===== config.mk =====
export PLATFORM = sky130hd
export DESIGN_NAME = fib_seq_ctrl
export DESIGN_NICKNAME = d
export VERILOG_FILES = /design/src/rtl/fib_seq_ctrl.sv
export SDC_FILE = /design/constraint.sdc
export NUM_CORES = 1
export LEC_CHECK = 0
export ABC_AREA = 1
export ABC_CLOCK_PERIOD_IN_PS = 4000
export CORE_MARGIN = 2
export CORE_UTILIZATION = 48
export DETAILED_ROUTE_END_ITERATION = 8
export HOLD_SLACK_MARGIN = 0.05
export PLACE_DENSITY = 0.85
export SLEW_MARGIN = 15
export SYNTH_ARGS = -nofsm -noshare
export SYNTH_HDL_FRONTEND = slang
export SYNTH_SLANG_ARGS = --single-unit

===== constraint.sdc =====
create_clock -name clk -period 4 [get_ports clk]
set_clock_uncertainty 0.2 [all_clocks]
set_input_delay 1 -clock clk [delete_from_list [all_inputs] [get_ports clk]]
set_output_delay 1 -clock clk [all_outputs]
set_load 0.02 [all_outputs]

===== src/rtl/fib_seq_ctrl.sv =====
// fib_seq_ctrl: control sequencer for the register-file/ALU datapath.
// Issues one register write per cycle to build a recurrence over a register
// window: r[F]=seed_a, r[F+1]=seed_b, r[F+k]=r[F+k-1] op r[F+k-2].
// Optional feature macro: FIB_SEQ_OVF_EN adds alu_cout/ovf and ends the
// sequence early on an ALU carry-out during a recurrence write.
module fib_seq_ctrl #(
    parameter int             REG_AW    = 4,
    parameter int             FIRST_REG = 1,
    parameter int             NUM_TERMS = 15,
    parameter int             ZERO_REG  = 0,
    parameter int             IMM_W     = 8,
    parameter int             OP_W      = 8,
    parameter logic [OP_W-1:0] OP_ADD   = OP_W'(8'h05),
    parameter logic [OP_W-1:0] OP_ALT   = OP_W'(8'h02)
) (
    input  logic              clk,
    input  logic              clr_n,
    input  logic              start,
    input  logic              mode,
    input  logic [IMM_W-1:0]  seed_a,
    input  logic [IMM_W-1:0]  seed_b,
    input  logic              run,
`ifdef FIB_SEQ_OVF_EN
    input  logic              alu_cout,
    output logic              ovf,
`endif
    output logic              selectImm,
    output logic              wr_en,
    output logic [REG_AW-1:0] loadReg,
    output logic [REG_AW-1:0] readRegA,
    output logic [REG_AW-1:0] readRegB,
    output logic [IMM_W-1:0]  Imm,
    output logic [OP_W-1:0]   op,
    output logic              busy,
    output logic              done
);

    typedef enum logic [2:0] {
        S_IDLE,
        S_SEED_A,
        S_SEED_B,
        S_STEP,
        S_DONE
    } state_t;

    localparam logic [REG_AW-1:0] FIRST_A  = REG_AW'(FIRST_REG);
    localparam logic [REG_AW-1:0] SECOND_A = REG_AW'(FIRST_REG + 1);
    localparam logic [REG_AW-1:0] ZERO_A   = REG_AW'(ZERO_REG);
    localparam logic [REG_AW-1:0] LAST_K   = REG_AW'(NUM_TERMS - 1);

    state_t             state_q, state_d;
    logic [REG_AW-1:0]  k_q, k_d;
    logic               mode_q, mode_d;
    logic [IMM_W-1:0]   seed_a_q, seed_a_d;
    logic [IMM_W-1:0]   seed_b_q, seed_b_d;
    logic               stop_early;
`ifdef FIB_SEQ_OVF_EN
    logic               ovf_q, ovf_d;
`endif

    // Early-termination request: carry-out of the current recurrence write
    always_comb begin
`ifdef FIB_SEQ_OVF_EN
        stop_early = alu_cout;
`else
        stop_early = 1'b0;
`endif
    end

    // Next-state logic: start acceptance, seed writes, recurrence stepping; run=0 freezes everything
    always_comb begin
        state_d  = state_q;
        k_d      = k_q;
        mode_d   = mode_q;
        seed_a_d = seed_a_q;
        seed_b_d = seed_b_q;
`ifdef FIB_SEQ_OVF_EN
        ovf_d    = ovf_q;
`endif
        case (state_q)
            S_IDLE, S_DONE: begin
                if (start) begin
                    state_d  = S_SEED_A;
                    k_d      = '0;
                    mode_d   = mode;
                    seed_a_d = seed_a;
                    seed_b_d = seed_b;
`ifdef FIB_SEQ_OVF_EN
                    ovf_d    = 1'b0;
`endif
                end
            end
            S_SEED_A: begin
                if (run) begin
                    state_d = S_SEED_B;
                end
            end
            S_SEED_B: begin
                if (run) begin
                    if (NUM_TERMS == 2) begin
                        state_d = S_DONE;
                    end else begin
                        state_d = S_STEP;
                        k_d     = REG_AW'(2);
                    end
                end
            end
            S_STEP: begin
                if (run) begin
                    if (stop_early) begin
                        state_d = S_DONE;
`ifdef FIB_SEQ_OVF_EN
                        ovf_d   = 1'b1;
`endif
                    end else if (k_q == LAST_K) begin
                        state_d = S_DONE;
                    end else begin
                        k_d = k_q + REG_AW'(1);
                    end
                end
            end
            default: begin
                state_d = S_IDLE;
            end
        endcase
    end

    // Output decode from state and k only; the write strobe is additionally gated by run
    always_comb begin
        selectImm = 1'b0;
        wr_en     = 1'b0;
        loadReg   = '0;
        readRegA  = '0;
        readRegB  = '0;
        Imm       = '0;
        op        = OP_ADD;
        busy      = 1'b0;
        done      = 1'b0;
        case (state_q)
            S_SEED_A: begin
                busy      = 1'b1;
                selectImm = 1'b1;
                loadReg   = FIRST_A;
                readRegA  = ZERO_A;
                readRegB  = ZERO_A;
                Imm       = seed_a_q;
            end
            S_SEED_B: begin
                busy      = 1'b1;
                selectImm = 1'b1;
                loadReg   = SECOND_A;
                readRegA  = ZERO_A;
                readRegB  = ZERO_A;
                Imm       = seed_b_q;
            end
            S_STEP: begin
                busy     = 1'b1;
                loadReg  = FIRST_A + k_q;
                readRegA = FIRST_A + k_q - REG_AW'(1);
                readRegB = FIRST_A + k_q - REG_AW'(2);
                op       = mode_q ? OP_ALT : OP_ADD;
            end
            S_DONE: begin
                done = 1'b1;
            end
            default: begin
            end
        endcase
        wr_en = run & busy;
    end

`ifdef FIB_SEQ_OVF_EN
    assign ovf = ovf_q;
`endif

    // State, index counter and start-time latches; async clear aborts any sequence
    always_ff @(posedge clk or negedge clr_n) begin
        if (!clr_n) begin
            state_q  <= S_IDLE;
            k_q      <= '0;
            mode_q   <= 1'b0;
            seed_a_q <= '0;
            seed_b_q <= '0;
`ifdef FIB_SEQ_OVF_EN
            ovf_q    <= 1'b0;
`endif
        end else begin
            state_q  <= state_d;
            k_q      <= k_d;
            mode_q   <= mode_d;
            seed_a_q <= seed_a_d;
            seed_b_q <= seed_b_d;
`ifdef FIB_SEQ_OVF_EN
            ovf_q    <= ovf_d;
`endif
        end
    end

endmodule


Word level (Yosys, flattened, before mapping)
Index checks and enable logic that the tools add are counted.
{ "totals": {"register_bits": 24, "input_bits": 21} }
{ "classes": {"addsub": 3, "eq_ne": 11, "reduce_logical": 8, "n_bitwise": 1, "n_mux": 20} }
{ "op_table": {"columns": ["cell", "count"], "rows": [
  ["4-bit 2-to-1 mux", 6],
  ["4-bit case mux with 3 select lines", 2],
  ["3-bit 2-to-1 mux", 7],
  ["8-bit case mux with 2 select lines", 1],
  ["2-bit != test (second input constant)", 6],
  ["3-bit case mux with 4 select lines", 1],
  ["5-bit AND reduction", 2],
  ["3-bit by 2-bit equality test with 1-bit output (second input constant)", 2],
  ["1-bit by 4-bit adder with 4-bit output (first input constant)", 1],
  ["4-bit equality test (second input constant)", 1],
  ["2-bit OR reduction", 2],
  ["4-bit by 1-bit subtractor with 4-bit output (second input constant)", 1],
  ["4-bit by 2-bit subtractor with 4-bit output (second input constant)", 1],
  ["3-bit by 1-bit equality test with 1-bit output (second input constant)", 1],
  ["3-bit equality test (second input constant)", 1],
  ["3-bit zero test", 1],
  ["1-bit 2-to-1 mux", 3],
  ["3-bit nonzero test", 1],
  ["3-bit OR reduction", 1],
  ["2-bit AND reduction", 1],
  ["1-bit AND", 1]
]} }

Depth between registers and ports, before layout
{ "logic_depth": {"ltp_word": 4, "depth_mapped": 10, "depth_no_buf": 9} }

Worst setup path after synthesis
No wires, ideal clock.
{ "synth_timing": {"kind": "reg2out", "from": "register k_q[1]", "to": "output readRegA[3]", "n_path_buf": 0, "stages_incl_launch_ff": 9, "t_required_ns": 2.800, "setup_slack_ns": 1.170, "arrival_time_ns": 1.630, "cell_sequence": "dfrtp_1 > ha_1 > xnor2_1 > ha_1 > nand2_1 > nand2_1 > nand3b_1 > nand2_1 > nor2_1"} }
{ "synth_between": {"elab_chain_cells": 3} }
{ "synth_lines": {"columns": ["element", "line_no", "text"], "rows": [
  ["start, declared", "52", "logic [REG_AW-1:0] k_q, k_d;"],
  ["start signal, assigned", "189", "k_q <= k_d;"],
  ["1-bit by 4-bit adder with 4-bit output", "159", "readRegA = FIRST_A + k_q - REG_AW'(1);"],
  ["4-bit by 1-bit subtractor with 4-bit output", "159", null],
  ["4-bit 2-to-1 mux", "139", "case (state_q)"],
  ["end, declared", "30", "output logic [REG_AW-1:0] readRegA,"]
]} }
No other way between the ends.

Worst setup path after layout
{ "layout_timing": {"from": "register k_q[0]", "to": "output readRegA[3]"} }
Same word-level chain as after synthesis.

==> flow_summary.yaml <==
run_status:
  run_status: "complete, no violations"
drt:
  drc: 0
  antenna_left: 0
  vias_per_cell: 4.99
  wirelength_mm: 3.10
  vias: 1237
  drtPass1Iterations: 4
  avgRoutedWirePerCell_um: 12.5
  first_iter_violations: 46
final_layout:
  mostFrequentLayoutCells: "nand2_1, clkdlybuf4s50_1, dfrtp_1, nand3_1"
  final.fill_count: 265
  drive_above_1_share: 0.172
  area_delta_synth_final_pct: 33.0
  diodes: 0
  nets: 242
die:
  die_area_um2: 3590
  initial_core_util: 0.500
  ios: 53
  die_x_um: 59.9
  die_h_um: 59.9
  coreArea_um2: 3000
  rows: 20
critical_path:
  start_kind: "flip-flop"
  rrSetupSlack_ns: 2.25
  crit_path_end_kind: "output pin"
  critPathKind: "reg -> out"
  cp.required_ns: 2.80
  crit_fanout: 10
  arrival_ns: 2.59
synthesis:
  synthAdderAreaFrac: 0.0417
  postSynthAreaPerCell_um2: 8.82
  synthXorXnorAreaFrac: 0.0117
  synth-simple-area-share: 0.289
  synth_cell_types: 26
  post_synth_inst_count: 170
  yosys_warnings: 0
  synth_top_family_by_area: "simple AND/OR/NAND/NOR gates"
  synth_mux_area_frac: 0.140
  yosysSeqAreaShare: 0.400
  syn-cell-area_um2: 1500
  ys_seq_elements: 24
  synth_compound_gate_area_share: 0.0167
timing:
  maxSlewHeadroom: 0.622
  finalCriticalPeriod_ns: 3.79
  drv_slew: 0
  finalSetupViolations: 0
  hold_viol_final: 0
  rsz0062_at_grt: "no"
  clock.fmax_mhz: 264
  fin_setup_tns_ns: 0
  post-route-period-util: 0.948
  worst_pin_slew_ns: 0.566
clock_tree:
  ctsResizeCount: 0
  cts.htree.levels: 1
  hold_buffers: 0
  cts_buffer_depth: 2
  cts_made_buffers: 3
  clk_pin_slew_ns: 0.14
  postCtsSetupBuffers: 0
  cts_num_sinks: 24
  clkLatencyLatePin_ns: 0.33
  cts_tree: "built"
  ctsRootBufferMaster: "clkbuf_4"
global_route:
  met3_usage: 0.0346
  use_met1: 0.215
  busiest_layer: "met2"
  grt-ovfl-total: 0
  grt_max_degree: 25
  grt_pass1_vias: 1169
  antenna_found_initial: 0
  track_usage: 0.187
  grt_pass1_wl_mm: 4.97
  met2_usage: 0.337
job:
  cap_violations: 0
power_and_ir_drop:
  power_leakage_nw: 0.975
  ir_drop_v: 0.000446
  p_per_area_nw_per_um2: 827
  report.power.total_w: 0.00165
place:
  hpwlAfterDp_mm: 2.36
  io_buffers: 47
  place_congestion: 0.860
worst_hold_path:
  hp-class: "reg -> reg"
stage by stage:
| stage | worst slack (ns) | instance area (um2) | instances | hold slack [ns] | utilization |
|---|---|---|---|---|---|
| after floorplan | 1.17 | 1520 | 174 | 0.280 | - |
| after global placement | 0.332 | 1940 | 244 | 0.289 | 0.647 |
| after detailed placement | 0.272 | 1940 | 244 | 0.294 | 0.647 |
| after CTS | 0.189 | 2000 | 248 | 0.325 | 0.665 |
| after global routing | 0.0469 | 2000 | 248 | 0.337 | 0.665 |
| final | 0.208 | 2000 | 248 | 0.323 | 0.665 |
cell usage after synthesis, drive strengths merged:
| cell | number | area share |
|---|---|---|
| nand2 | 53 | 0.16 |
| dfrtp | 24 | 0.40 |
| nand3 | 20 | 0.067 |
| mux2 | 17 | 0.14 |
| nor2 | 16 | 0.053 |
| inv | 13 | 0.033 |
| buf | 11 | 0.063 |
| ha | 5 | 0.042 |
| o21ai | 2 | 0.0092 |
| a21oi | 1 | 0.0033 |
| a31oi | 1 | 0.0042 |
| clkbuf | 1 | 0.0033 |
| conb | 1 | 0.0025 |
| nand3b | 1 | 0.0050 |
| nand4 | 1 | 0.0042 |
| nor3 | 1 | 0.0033 |
| xnor2 | 1 | 0.0058 |
| xor2 | 1 | 0.0058 |
registers in the layout, summed over array words and instances (netlist names):
register / count
mode_q: 1
seed_b_q: 8
state_q: 3
k_q: 4
seed_a_q: 8
cells by family (layout without fill, tap and decap cells):
logic type	after synthesis	after routing
buf+inv	25	66
flops	24	24
fa+ha+maj	5	5
compound gates	4	4
simple gates	92	92
mux	17	17
xor+xnor	2	2
other cells	1	5
per-layer routing:
layer,share of wire,wire [um]
met3,0.056,173
met1,0.42,1310
met2,0.50,1570
met5,0,0
met4,0.017,53
cell type report:
cell class	instances	area, um2	area share
multi-input combinational	125	767	0.384
sequential	24	601	0.301
timing repair buffer	49	485	0.243
inverter	13	48.8	0.0245
tap	33	41.3	0.0207
clock inverter	1	30.0	0.0150
clock buffer	3	22.5	0.0113
worst max-delay path: stages (launching register included):
cell             delay (ns)
dfrtp_1                0.52
ha_1                   0.26
xnor2_1                0.32
ha_1                   0.21
nand2_1                0.05
nand2_1                0.07
nand3b_1               0.10
nand2_1                0.05
nor2_1                 0.07
clkdlybuf4s50_1        0.60
where the power goes:
group | internal, W | switching [W]
registers | 0.000353 | 0.0000962
logic | 0.000475 | 0.000546
clock network | 0.000102 | 0.0000781
final timing paths:
check,start,end,cells after the start
min in group asynchronous,clr_n,seed_b_q[7],2
max,k_q[0],readRegA[3],9
min,mode_q,mode_q,1
max in group asynchronous,clr_n,k_q[3],2
max reg2reg,state_q[0],seed_b_q[4],3
min reg2reg,mode_q,mode_q,1
Note: power is estimated with default switching activity, not from simulation.
